===== src/rtl/dm_ext_port_pkg.sv =====
// dm_ext_port_pkg: shared definitions for the external data-memory port.
//   - ext_state_e      : FSM state encoding (IDLE/REQ/RELEASE/DONE)
//   - EXT_BASE_DEF     : default first address of the external window
//   - EXT_LIMIT_DEF    : default last address of the external window (inclusive)
//   - TIMEOUT_CYC_DEF  : default ack timeout in cycles
//   - to_width()       : counter width needed to count up to a cycle limit
package dm_ext_port_pkg;

    typedef enum logic [1:0] {
        ST_IDLE    = 2'd0,
        ST_REQ     = 2'd1,
        ST_RELEASE = 2'd2,
        ST_DONE    = 2'd3
    } ext_state_e;

    localparam logic [15:0] EXT_BASE_DEF    = 16'hC000;
    localparam logic [15:0] EXT_LIMIT_DEF   = 16'hFFFF;
    localparam int          TIMEOUT_CYC_DEF = 255;

    // Bits needed to hold values 0..cyc; never narrower than one bit.
    function automatic int to_width(input int cyc);
        return (cyc < 2) ? 1 : $clog2(cyc + 1);
    endfunction

endpackage


===== src/rtl/dm_ext_port_if.sv =====
// dm_ext_port_if: four-phase req/ack external device port.
//   master modport : driven by dm_ext_port (req, wr, add, wdata out; ack, rdata in)
//   slave modport  : the external device (ack, rdata out; req, wr, add, wdata in)
//
// Handshake: the master raises ext_req with ext_add/ext_wr/ext_wdata stable;
// the slave answers with ext_ack (ext_rdata valid while ext_ack = 1); the
// master drops ext_req; the slave drops ext_ack. A new request is only raised
// once ext_ack has been seen low.
interface dm_ext_port_if #(
    parameter int DMA_SIZE = 16,
    parameter int DMD_SIZE = 16
) ();

    logic                ext_req;
    logic                ext_wr;
    logic [DMA_SIZE-1:0] ext_add;
    logic [DMD_SIZE-1:0] ext_wdata;
    logic                ext_ack;
    logic [DMD_SIZE-1:0] ext_rdata;

    modport master (
        output ext_req, ext_wr, ext_add, ext_wdata,
        input  ext_ack, ext_rdata
    );

    modport slave (
        input  ext_req, ext_wr, ext_add, ext_wdata,
        output ext_ack, ext_rdata
    );

endinterface


===== src/rtl/dm_ext_decode.sv =====
// dm_ext_decode: combinational window comparator for the external port.
//   cslt : core DM chip select
//   add  : DM address
//   hit  : cslt and EXT_BASE <= add <= EXT_LIMIT (unsigned, inclusive)
module dm_ext_decode #(
    parameter int                  DMA_SIZE  = 16,
    parameter logic [DMA_SIZE-1:0] EXT_BASE  = 16'hC000,
    parameter logic [DMA_SIZE-1:0] EXT_LIMIT = 16'hFFFF
) (
    input  logic                cslt,
    input  logic [DMA_SIZE-1:0] add,
    output logic                hit
);

    // Compare one bit wider so a window touching the top of the address
    // space does not turn into an always-true constant comparison.
    logic [DMA_SIZE:0] add_x;
    logic [DMA_SIZE:0] base_x;
    logic [DMA_SIZE:0] limit_x;

    assign add_x   = {1'b0, add};
    assign base_x  = {1'b0, EXT_BASE};
    assign limit_x = {1'b0, EXT_LIMIT};

    assign hit = cslt && (add_x >= base_x) && (add_x <= limit_x);

endmodule


===== src/rtl/dm_ext_port.sv =====
// dm_ext_port: data-memory bus responder for an external address window.
// A single-cycle core DM access that hits the window is turned into a
// four-phase req/ack transaction on the external port; the core is held
// with ext_stallb = 0 until the handshake finishes, then read data is
// presented on ext_dt with ext_dt_vld for one cycle.
//
// Ports:
//   clk, reset      : core clock, synchronous active-high reset
//   ps_dm_cslt      : core DM chip select
//   ps_dm_wrb       : 1 = write, 0 = read
//   dg_dm_add       : DM address
//   bc_dt           : write data from bus connect
//   ext_stallb      : 0 = freeze core (combinational)
//   ext_dt          : read data to bus connect
//   ext_dt_vld      : ext_dt valid (DONE cycle of a read)
//   ext_err         : sticky ack-timeout flag
//   dbg_state       : current FSM state (ext_state_e encoding)
//   ext             : external device port (master side)
//
// Build option: define DM_EXT_TIMEOUT_EN to enable the ack watchdog. Without
// it the block waits indefinitely for ext_ack and ext_err is tied to 0.
module dm_ext_port
    import dm_ext_port_pkg::*;
#(
    parameter int                  DMA_SIZE    = 16,
    parameter int                  DMD_SIZE    = 16,
    parameter logic [DMA_SIZE-1:0] EXT_BASE    = EXT_BASE_DEF,
    parameter logic [DMA_SIZE-1:0] EXT_LIMIT   = EXT_LIMIT_DEF,
    parameter int                  TIMEOUT_CYC = TIMEOUT_CYC_DEF
) (
    input  logic                clk,
    input  logic                reset,
    input  logic                ps_dm_cslt,
    input  logic                ps_dm_wrb,
    input  logic [DMA_SIZE-1:0] dg_dm_add,
    input  logic [DMD_SIZE-1:0] bc_dt,
    output logic                ext_stallb,
    output logic [DMD_SIZE-1:0] ext_dt,
    output logic                ext_dt_vld,
    output logic                ext_err,
    output logic [1:0]          dbg_state,
    dm_ext_port_if.master       ext
);

    logic hit;

    dm_ext_decode #(
        .DMA_SIZE  (DMA_SIZE),
        .EXT_BASE  (EXT_BASE),
        .EXT_LIMIT (EXT_LIMIT)
    ) u_decode (
        .cslt (ps_dm_cslt),
        .add  (dg_dm_add),
        .hit  (hit)
    );

    ext_state_e          state_q, state_d;
    logic                req_q, req_d;
    logic                wr_q, wr_d;
    logic [DMA_SIZE-1:0] add_q, add_d;
    logic [DMD_SIZE-1:0] wdata_q, wdata_d;
    logic [DMD_SIZE-1:0] dt_q, dt_d;
    logic                vld_q, vld_d;

`ifdef DM_EXT_TIMEOUT_EN
    localparam int                TO_W    = to_width(TIMEOUT_CYC);
    localparam logic [TO_W-1:0]   TO_LAST = TO_W'(TIMEOUT_CYC - 1);

    logic [TO_W-1:0] cnt_q, cnt_d;
    logic            err_q, err_d;
`else
    // Keeps the timeout parameter referenced when the watchdog is not built.
    logic unused_timeout_cfg;
    assign unused_timeout_cfg = ^TIMEOUT_CYC;
`endif

    always_comb begin
        state_d = state_q;
        req_d   = req_q;
        wr_d    = wr_q;
        add_d   = add_q;
        wdata_d = wdata_q;
        dt_d    = dt_q;
        vld_d   = 1'b0;
`ifdef DM_EXT_TIMEOUT_EN
        cnt_d   = cnt_q;
        err_d   = err_q;
`endif

        case (state_q)
            ST_IDLE: begin
                // A slave still holding ack from before must release it
                // before a new request may start.
                if (hit && !ext.ext_ack) begin
                    add_d   = dg_dm_add;
                    wr_d    = ps_dm_wrb;
                    wdata_d = bc_dt;
                    req_d   = 1'b1;
                    state_d = ST_REQ;
`ifdef DM_EXT_TIMEOUT_EN
                    cnt_d   = '0;
`endif
                end
            end

            ST_REQ: begin
                if (ext.ext_ack) begin
                    if (!wr_q) begin
                        dt_d = ext.ext_rdata;
                    end
                    req_d   = 1'b0;
                    state_d = ST_RELEASE;
`ifdef DM_EXT_TIMEOUT_EN
                    cnt_d   = '0;
                end else if (cnt_q == TO_LAST) begin
                    err_d   = 1'b1;
                    req_d   = 1'b0;
                    if (!wr_q) begin
                        dt_d = '0;
                    end
                    vld_d   = !wr_q;
                    state_d = ST_DONE;
                end else begin
                    cnt_d   = cnt_q + 1'b1;
`endif
                end
            end

            ST_RELEASE: begin
                if (!ext.ext_ack) begin
                    vld_d   = !wr_q;
                    state_d = ST_DONE;
`ifdef DM_EXT_TIMEOUT_EN
                end else if (cnt_q == TO_LAST) begin
                    err_d   = 1'b1;
                    if (!wr_q) begin
                        dt_d = '0;
                    end
                    vld_d   = !wr_q;
                    state_d = ST_DONE;
                end else begin
                    cnt_d   = cnt_q + 1'b1;
`endif
                end
            end

            ST_DONE: begin
                // The core consumes the access on this edge.
                state_d = ST_IDLE;
            end

            default: begin
                state_d = ST_IDLE;
            end
        endcase
    end

    always_ff @(posedge clk) begin
        if (reset) begin
            state_q <= ST_IDLE;
            req_q   <= 1'b0;
            wr_q    <= 1'b0;
            add_q   <= '0;
            wdata_q <= '0;
            dt_q    <= '0;
            vld_q   <= 1'b0;
`ifdef DM_EXT_TIMEOUT_EN
            cnt_q   <= '0;
            err_q   <= 1'b0;
`endif
        end else begin
            state_q <= state_d;
            req_q   <= req_d;
            wr_q    <= wr_d;
            add_q   <= add_d;
            wdata_q <= wdata_d;
            dt_q    <= dt_d;
            vld_q   <= vld_d;
`ifdef DM_EXT_TIMEOUT_EN
            cnt_q   <= cnt_d;
            err_q   <= err_d;
`endif
        end
    end

    // Stall is combinational so the core freezes in the detection cycle;
    // it is forced inactive while reset is asserted.
    always_comb begin
        ext_stallb = 1'b1;
        if (!reset) begin
            if ((state_q == ST_IDLE && hit) ||
                state_q == ST_REQ || state_q == ST_RELEASE) begin
                ext_stallb = 1'b0;
            end
        end
    end

    assign ext.ext_req   = req_q;
    assign ext.ext_wr    = wr_q;
    assign ext.ext_add   = add_q;
    assign ext.ext_wdata = wdata_q;
    assign ext_dt        = dt_q;
    assign ext_dt_vld    = vld_q;
    assign dbg_state     = state_q;

`ifdef DM_EXT_TIMEOUT_EN
    assign ext_err = err_q;
`else
    assign ext_err = 1'b0;
`endif

endmodule

===== src/flat_wrapper.sv =====
// flat-port wrapper written by rule: the top's interface ports become plain ports
module dm_ext_port_flat import dm_ext_port_pkg::*;
#(
    parameter int                  DMA_SIZE    = 16,
    parameter int                  DMD_SIZE    = 16,
    parameter logic [DMA_SIZE-1:0] EXT_BASE    = EXT_BASE_DEF,
    parameter logic [DMA_SIZE-1:0] EXT_LIMIT   = EXT_LIMIT_DEF,
    parameter int                  TIMEOUT_CYC = TIMEOUT_CYC_DEF
)
  (clk, reset, ps_dm_cslt, ps_dm_wrb, dg_dm_add, bc_dt, ext_stallb, ext_dt, ext_dt_vld, ext_err, dbg_state, ext_ext_req, ext_ext_wr, ext_ext_add, ext_ext_wdata, ext_ext_ack, ext_ext_rdata);
  dm_ext_port_if #(.DMA_SIZE(DMA_SIZE), .DMD_SIZE(DMD_SIZE)) ext_i ();
  input  logic clk;
  input  logic reset;
  input  logic ps_dm_cslt;
  input  logic ps_dm_wrb;
  input  logic [DMA_SIZE-1:0] dg_dm_add;
  input  logic [DMD_SIZE-1:0] bc_dt;
  output logic ext_stallb;
  output logic [DMD_SIZE-1:0] ext_dt;
  output logic ext_dt_vld;
  output logic ext_err;
  output logic [1:0] dbg_state;
  output wire logic [$bits(ext_i.ext_req)-1:0] ext_ext_req;
  output wire logic [$bits(ext_i.ext_wr)-1:0] ext_ext_wr;
  output wire logic [$bits(ext_i.ext_add)-1:0] ext_ext_add;
  output wire logic [$bits(ext_i.ext_wdata)-1:0] ext_ext_wdata;
  input wire logic [$bits(ext_i.ext_ack)-1:0] ext_ext_ack;
  input wire logic [$bits(ext_i.ext_rdata)-1:0] ext_ext_rdata;
  assign ext_ext_req = ext_i.ext_req;
  assign ext_ext_wr = ext_i.ext_wr;
  assign ext_ext_add = ext_i.ext_add;
  assign ext_ext_wdata = ext_i.ext_wdata;
  assign ext_i.ext_ack = ext_ext_ack;
  assign ext_i.ext_rdata = ext_ext_rdata;
  dm_ext_port #(.DMA_SIZE(DMA_SIZE), .DMD_SIZE(DMD_SIZE), .EXT_BASE(EXT_BASE), .EXT_LIMIT(EXT_LIMIT), .TIMEOUT_CYC(TIMEOUT_CYC)) u_core (.clk(clk), .reset(reset), .ps_dm_cslt(ps_dm_cslt), .ps_dm_wrb(ps_dm_wrb), .dg_dm_add(dg_dm_add), .bc_dt(bc_dt), .ext_stallb(ext_stallb), .ext_dt(ext_dt), .ext_dt_vld(ext_dt_vld), .ext_err(ext_err), .dbg_state(dbg_state), .ext(ext_i));
endmodule

===== config.mk =====
export PLATFORM = sky130hd
export DESIGN_NAME = dm_ext_port_flat
export DESIGN_NICKNAME = d
export VERILOG_FILES = /design/src/rtl/dm_ext_port_pkg.sv /design/src/rtl/dm_ext_port_if.sv /design/src/rtl/dm_ext_decode.sv /design/src/rtl/dm_ext_port.sv /design/src/flat_wrapper.sv
export SDC_FILE = /design/constraint.sdc
export NUM_CORES = 1
export LEC_CHECK = 0
export CELL_PAD_IN_SITES_DETAIL_PLACEMENT = 0
export CELL_PAD_IN_SITES_GLOBAL_PLACEMENT = 1
export CORE_ASPECT_RATIO = 0.6
export CORE_MARGIN = 5
export CORE_UTILIZATION = 29
export DETAILED_ROUTE_END_ITERATION = 6
export PLACE_DENSITY = 0.9
export SLEW_MARGIN = 20
export SYNTH_ARGS = -nofsm -noshare
export SYNTH_HDL_FRONTEND = slang
export SYNTH_HIERARCHICAL = 1
export SYNTH_SLANG_ARGS = --single-unit

===== constraint.sdc =====
create_clock -name clk -period 3.09 [get_ports clk]
set_clock_uncertainty 0.15 [all_clocks]
set_input_delay 0.4635 -clock clk [delete_from_list [all_inputs] [get_ports clk]]
set_output_delay 0.4635 -clock clk [all_outputs]
set_load 0.01 [all_outputs]

Word level (Yosys, flattened, before mapping). Cells that the tools add are included. Widths: inputs -> output; s select.

Flip-flop bits (word level): 53.

Equality and inequality tests: 6. Bitwise operators: 2. Mux-type cells: 9. Reductions and logical operators: 15. Order comparisons: 2.

Operators by type and width (number): $ge 16x16->1 const B (1); $le 16x16->1 const B (1); $reduce_and 3->1 (3); $pmux 2 s4 (1); $mux 2 (3); $eq 2x2->1 const B (2); $logic_and 1x1->1 (4); $mux 1 (4); $ne 2x2->1 const B (2); $reduce_or 3->1 (1); $eq 2x1->1 const B (1); $logic_not 1->1 (2); $logic_not 2->1 (1); $logic_or 1x1->1 (2); $ne 2x1->1 const B (1); $not 1->1 (2); $pmux 1 s2 (1); $reduce_and 2->1 (1); $reduce_bool 2->1 (1).

Longest topological paths before layout.
Depth in word-level cells: 8. Mapped depth: 7. Gate-level depth less buffers: 5.

Cells and area by module. The synthesis kept the hierarchy.

By module, submodules not included: dm_ext_port (sequential area each 1061.0 um^2, cells an instance 244, times used 1, area each 2034.5 um^2); dm_ext_decode (sequential area each 0.0 um^2, cells an instance 1, times used 1, area each 6.3 um^2).

Worst setup path before layout. OpenSTA, ideal clock, no wires.

Path type: register to output. Start point: register u_core.state_q[0], in the netlist u_core/dbg_state[0]. End point: output port ext_stallb. Slack: 1400 ps. Stages on the path, launching flop included: 5. Buffers on the path: 0. Data arrival time: 1077 ps. Required time: 2477 ps. Cells stage by stage: dfxtp_1 inv_1 ha_1 a211oi_1 or2_2.

Word-level cells in the longest chain between the ends: 6. Elaborated cells on any way between the ends: 8.

Ends and longest elaborated chain: start, declared (line dm_ext_port.sv:57) `ext_state_e state_q, state_d;`; start signal, assigned (line dm_ext_port.sv:172) `state_q <= state_d;`; $logic_not 2->1 (line dm_ext_port.sv:191) `if ((state_q == ST_IDLE && hit) ||`; $logic_and 1x1->1 (line dm_ext_port.sv:191); $logic_or 1x1->1 (line dm_ext_port.sv:191); $logic_or 1x1->1 (*) (line dm_ext_port.sv:192) `state_q == ST_REQ || state_q == ST_RELEASE) begin`; $mux 1 (*) (line dm_ext_port.sv:191); $mux 1 (*) (line dm_ext_port.sv:190) `if (!reset) begin`; end, declared (line flat_wrapper.sv:18) `output logic ext_stallb;`.

Every way passes the cells marked *; elsewhere a longest branch is shown, timed or not.

Worst setup path in the final report.
Start point: input port dg_dm_add[15]. End point: output port ext_stallb.

Word-level cells in the longest chain between the ends: 8. Elaborated cells on any way between the ends: 9.

Ends and longest elaborated chain: start, declared (line flat_wrapper.sv:16) `input logic [DMA_SIZE-1:0] dg_dm_add;`; $ge 16x16->1 (line dm_ext_decode.sv:25) `assign hit = cslt && (add_x >= base_x) && (add_x <= limit_x);`; $logic_and 1x1->1 (line dm_ext_decode.sv:25); $logic_and 1x1->1 (*) (line dm_ext_decode.sv:25); net u_core.hit (line dm_ext_port.sv:45) `logic hit;`; $logic_and 1x1->1 (*) (line dm_ext_port.sv:191); $logic_or 1x1->1 (*) (line dm_ext_port.sv:191); $logic_or 1x1->1 (*) (line dm_ext_port.sv:192); $mux 1 (*) (line dm_ext_port.sv:191); $mux 1 (*) (line dm_ext_port.sv:190).

Mark *: on every way through the listed nets, which the timed path passes. The rest lies on a longest branch.

==> results.sh <==
export IMPL_status="completed"
export IMPL_ys_seq_area_share_pct=51.99
export IMPL_n_antenna_cell=0
export IMPL_grt_max_degree=55
export IMPL_ios=108
export IMPL_cts_tree="built"
export IMPL_path_class="input port to output port"
export IMPL_synth_top_area_cell="dfxtp_1"
export IMPL_ir_drop_mv=0.2478
export IMPL_rsz0062_at_grt="false"
export IMPL_synthCells=245
export IMPL_layout_nets=399
export IMPL_synth_top_area_share_pct=51.99
export IMPL_leakage_nw=1.105
export IMPL_crit_required_ps=2480
export IMPL_dr_total_vias=1910
export IMPL_cts_resized=0
export IMPL_final_antenna_net_count=0
export IMPL_worstPathArrival_ps=2070
export IMPL_clk_latency_ps=280
export IMPL_grt_use_met1_pct=17.10
export IMPL_rr_startpoint="u_core/dbg_state[0]"
export IMPL_crit_chain="clkdlybuf4s50_1 -> and3_1 -> a211oi_1 -> or2_2 -> clkdlybuf4s50_1"
export IMPL_grt_busiest_layer="met2"
export IMPL_grt_pass1_wl_mm=9.384
export IMPL_whs_ps=302.7
export IMPL_worst_r2r_path_depth=5
export IMPL_gp_congestion=0.6998
export IMPL_post_cts_buffers=0
export IMPL_drtIter0Drc=88
export IMPL_hold_violations=0
export IMPL_synth_area_um2=2041
export IMPL_num_fill_cells=657
export IMPL_clkSlewWorstSetupHoldPaths_ps=60
export IMPL_grt_use_met3_pct=5.480
export IMPL_syn_area_per_cell_um2=8.329
export IMPL_setup_viol=0
export IMPL_syn_nets=301
export IMPL_clock_path_buffers=2
export IMPL_cap_violations=0
export IMPL_slew_violations=0
export IMPL_crit_path_end_kind="output port"
export IMPL_final_cells=431
export IMPL_cts_root_buf="clkbuf_16"
export IMPL_netlist_cell_type_count=25
export IMPL_core_area_um2=6763
export IMPL_htree_levels=2
export IMPL_ctsHoldBuffers=0
export IMPL_clock_sinks=53
export IMPL_yosys_register_bits=53
export IMPL_power_density_nw_per_um2=524.1
export IMPL_dpl_hpwl_mm=4.158
export IMPL_hp_class="register to register"
export IMPL_synth_area_leaders="dfxtp_1 (52%), nand2_1 (18%), a21oi_1 (10%), a21oi_2 (3.9%), buf_8 (2.2%)"
export IMPL_drive_above_1_share_pct=6.686
export IMPL_post_route_period_util_pct=86.81
export IMPL_rr_endpoint="u_core/ext.ext_add[12]"
export IMPL_firstDrtPassIters=4
export IMPL_vias_per_cell=4.432
export IMPL_dieArea_um2=8870
export IMPL_drc=0
export IMPL_hp_start="u_core/ext.ext_add[5]"
export IMPL_crit_path_start_kind="input port"
export IMPL_power_mw=1.692
export IMPL_placed_cells=423
export IMPL_grt_pass1_vias=1916
export IMPL_finalSetupTns_ps=0
export IMPL_grt_use_total_pct=13.10
export IMPL_wl_mm=5.759
export IMPL_areaGrowthSynthToFinish_pct=58.25
export IMPL_crit_path_max_fanout=4
export IMPL_port_buffers=106
export IMPL_met2_usage_pct=20.87
export IMPL_min_path_cells=2
export IMPL_max_freq_mhz=372.8
export IMPL_relSlewSlack_pct=50.88
export IMPL_start_util_pct=30.18
export IMPL_die_w_um=118.3
export IMPL_fp_dieH_um=74.98
export IMPL_grt_ovfl_total=0
export IMPL_crit_top_cell="clkdlybuf4s50_1"
export IMPL_cts_buffers=5
export IMPL_min_to="u_core/ext.ext_add[5]"
export IMPL_wl_per_cell_um=13.36
export IMPL_worst_pin_slew_ps=732.8
export IMPL_antenna_found_initial=0
export IMPL_period_minus_slack_ps=2682
export IMPL_rrSetupSlack_ps=1130
export IMPL_ys_warn_count=6
export IMPL_worst_path_max_delay_cell="clkdlybuf4s50_1"
export IMPL_cp_slowest_stage_delay_ps=480
export IMPL_num_rows=23
kinds of logic after synthesis:
logic type | after synthesis | share of synthesized area (%)
buffers and inverters | 21 | 7.296
muxes | 1 | 0.4905
and+or+nand+nor | 111 | 22.50
adders and majority gates | 3 | 1.840
DFF | 53 | 51.99
other | 1 | 0.1838
AOI/OAI and AO/OA | 55 | 15.70
worst max path at each step:
stage                         from         end  slack [ps]  cells after the start
2_1_floorplan  u_core/dbg_state[0]  ext_stallb        1400                      4
3_3_place_gp         dg_dm_add[15]  ext_stallb         390                      5
3_5_place_dp         dg_dm_add[15]  ext_stallb         370                      5
4_1_cts              dg_dm_add[15]  ext_stallb         370                      5
5_1_grt        u_core/dbg_state[0]  ext_stallb         300                      5
6_report             dg_dm_add[15]  ext_stallb         410                      5
cell type report:
| type | count | area (um^2) | share of cell area (%) |
|---|---|---|---|
| multi-input combinational | 171 | 830.8 | 25.73 |
| inverter | 3 | 11.26 | 0.3487 |
| tap | 87 | 108.9 | 3.371 |
| timing repair buffer | 109 | 1079 | 33.40 |
| clock buffer | 6 | 128.9 | 3.991 |
| sequential | 53 | 1061 | 32.86 |
| clock inverter | 2 | 10.01 | 0.3100 |
sequential cells by signal, indices dropped and copies added (netlist names):
register,cells
u_core/ext.ext_wdata,16
u_core/ext.ext_add,16
u_core/ext_dt_vld,1
u_core/dbg_state,2
u_core/ext_dt,16
u_core/ext.ext_wr,1
u_core/ext.ext_req,1
worst max-delay path: cells and delay by family:
family | cells | cell delay [ps]
AND/OR/NAND/NOR | 2 | 540
buffers and inverters | 2 | 960
AO/OA/AOI/OAI | 1 | 110
cell usage after synthesis:
library cell and count:
nand2_1 99, dfxtp_1 53, a21oi_1 41, a21oi_2 9, buf_2 5, clkbuf_1 5, buf_6 3, buf_8 3
ha_1 3, inv_1 3, nand2b_1 3, and3b_1 2, buf_4 2, nand3b_2 2, nor2_1 2, a211oi_1 1
a221oi_1 1, a22oi_1 1, and3_1 1, conb_1 1, mux2i_1 1, nor4b_1 1, o21ai_0 1, o21bai_1 1
or2_2 1
power by group:
| part | total (mW) | internal, mW | switching [mW] | leakage, nW |
|---|---|---|---|---|
| clock | 0.528 | 0.298 | 0.231 | 0.0706 |
| combinational | 0.403 | 0.213 | 0.190 | 0.606 |
| sequential | 0.761 | 0.733 | 0.0284 | 0.429 |
routing by layer:
| layer | part of all wire, % | vias to the layer above |
|---|---|---|
| li1 | - | 981 |
| met1 | 47 | 874 |
| met2 | 45 | 53 |
| met3 | 6.8 | 2 |
| met4 | 0.49 | 0 |
| met5 | 0 | - |
cell usage in the layout (no fill, tap or decap), types with 2 or more instances in the layout:
cell type / synthesis / layout
clkdlybuf4s50_1: 0 / 105
ha_1: 3 / 3
a21oi_2: 9 / 9
nand2_1: 99 / 99
nand3b_2: 2 / 2
dfxtp_1: 53 / 53
nand2b_1: 3 / 3
a21oi_1: 41 / 41
buf_4: 2 / 3
clkinv_2: 0 / 2
clkbuf_16: 0 / 5
nor2_1: 2 / 2
inv_1: 3 / 3
and3b_1: 2 / 2
stage by stage:
stage / area [um^2] / util (%) / worst slack, ps
2_1_floorplan: 2041 / - / 1400
3_3_place_gp: 3090 / 45.70 / 391.1
3_5_place_dp: 3090 / 45.70 / 371.5
4_1_cts: 3229 / 47.75 / 368.3
5_1_grt: 3229 / 47.75 / 296.6
6_report: 3229 / 47.75 / 407.6
No activity file was read; power rests on OpenSTA's default activity.
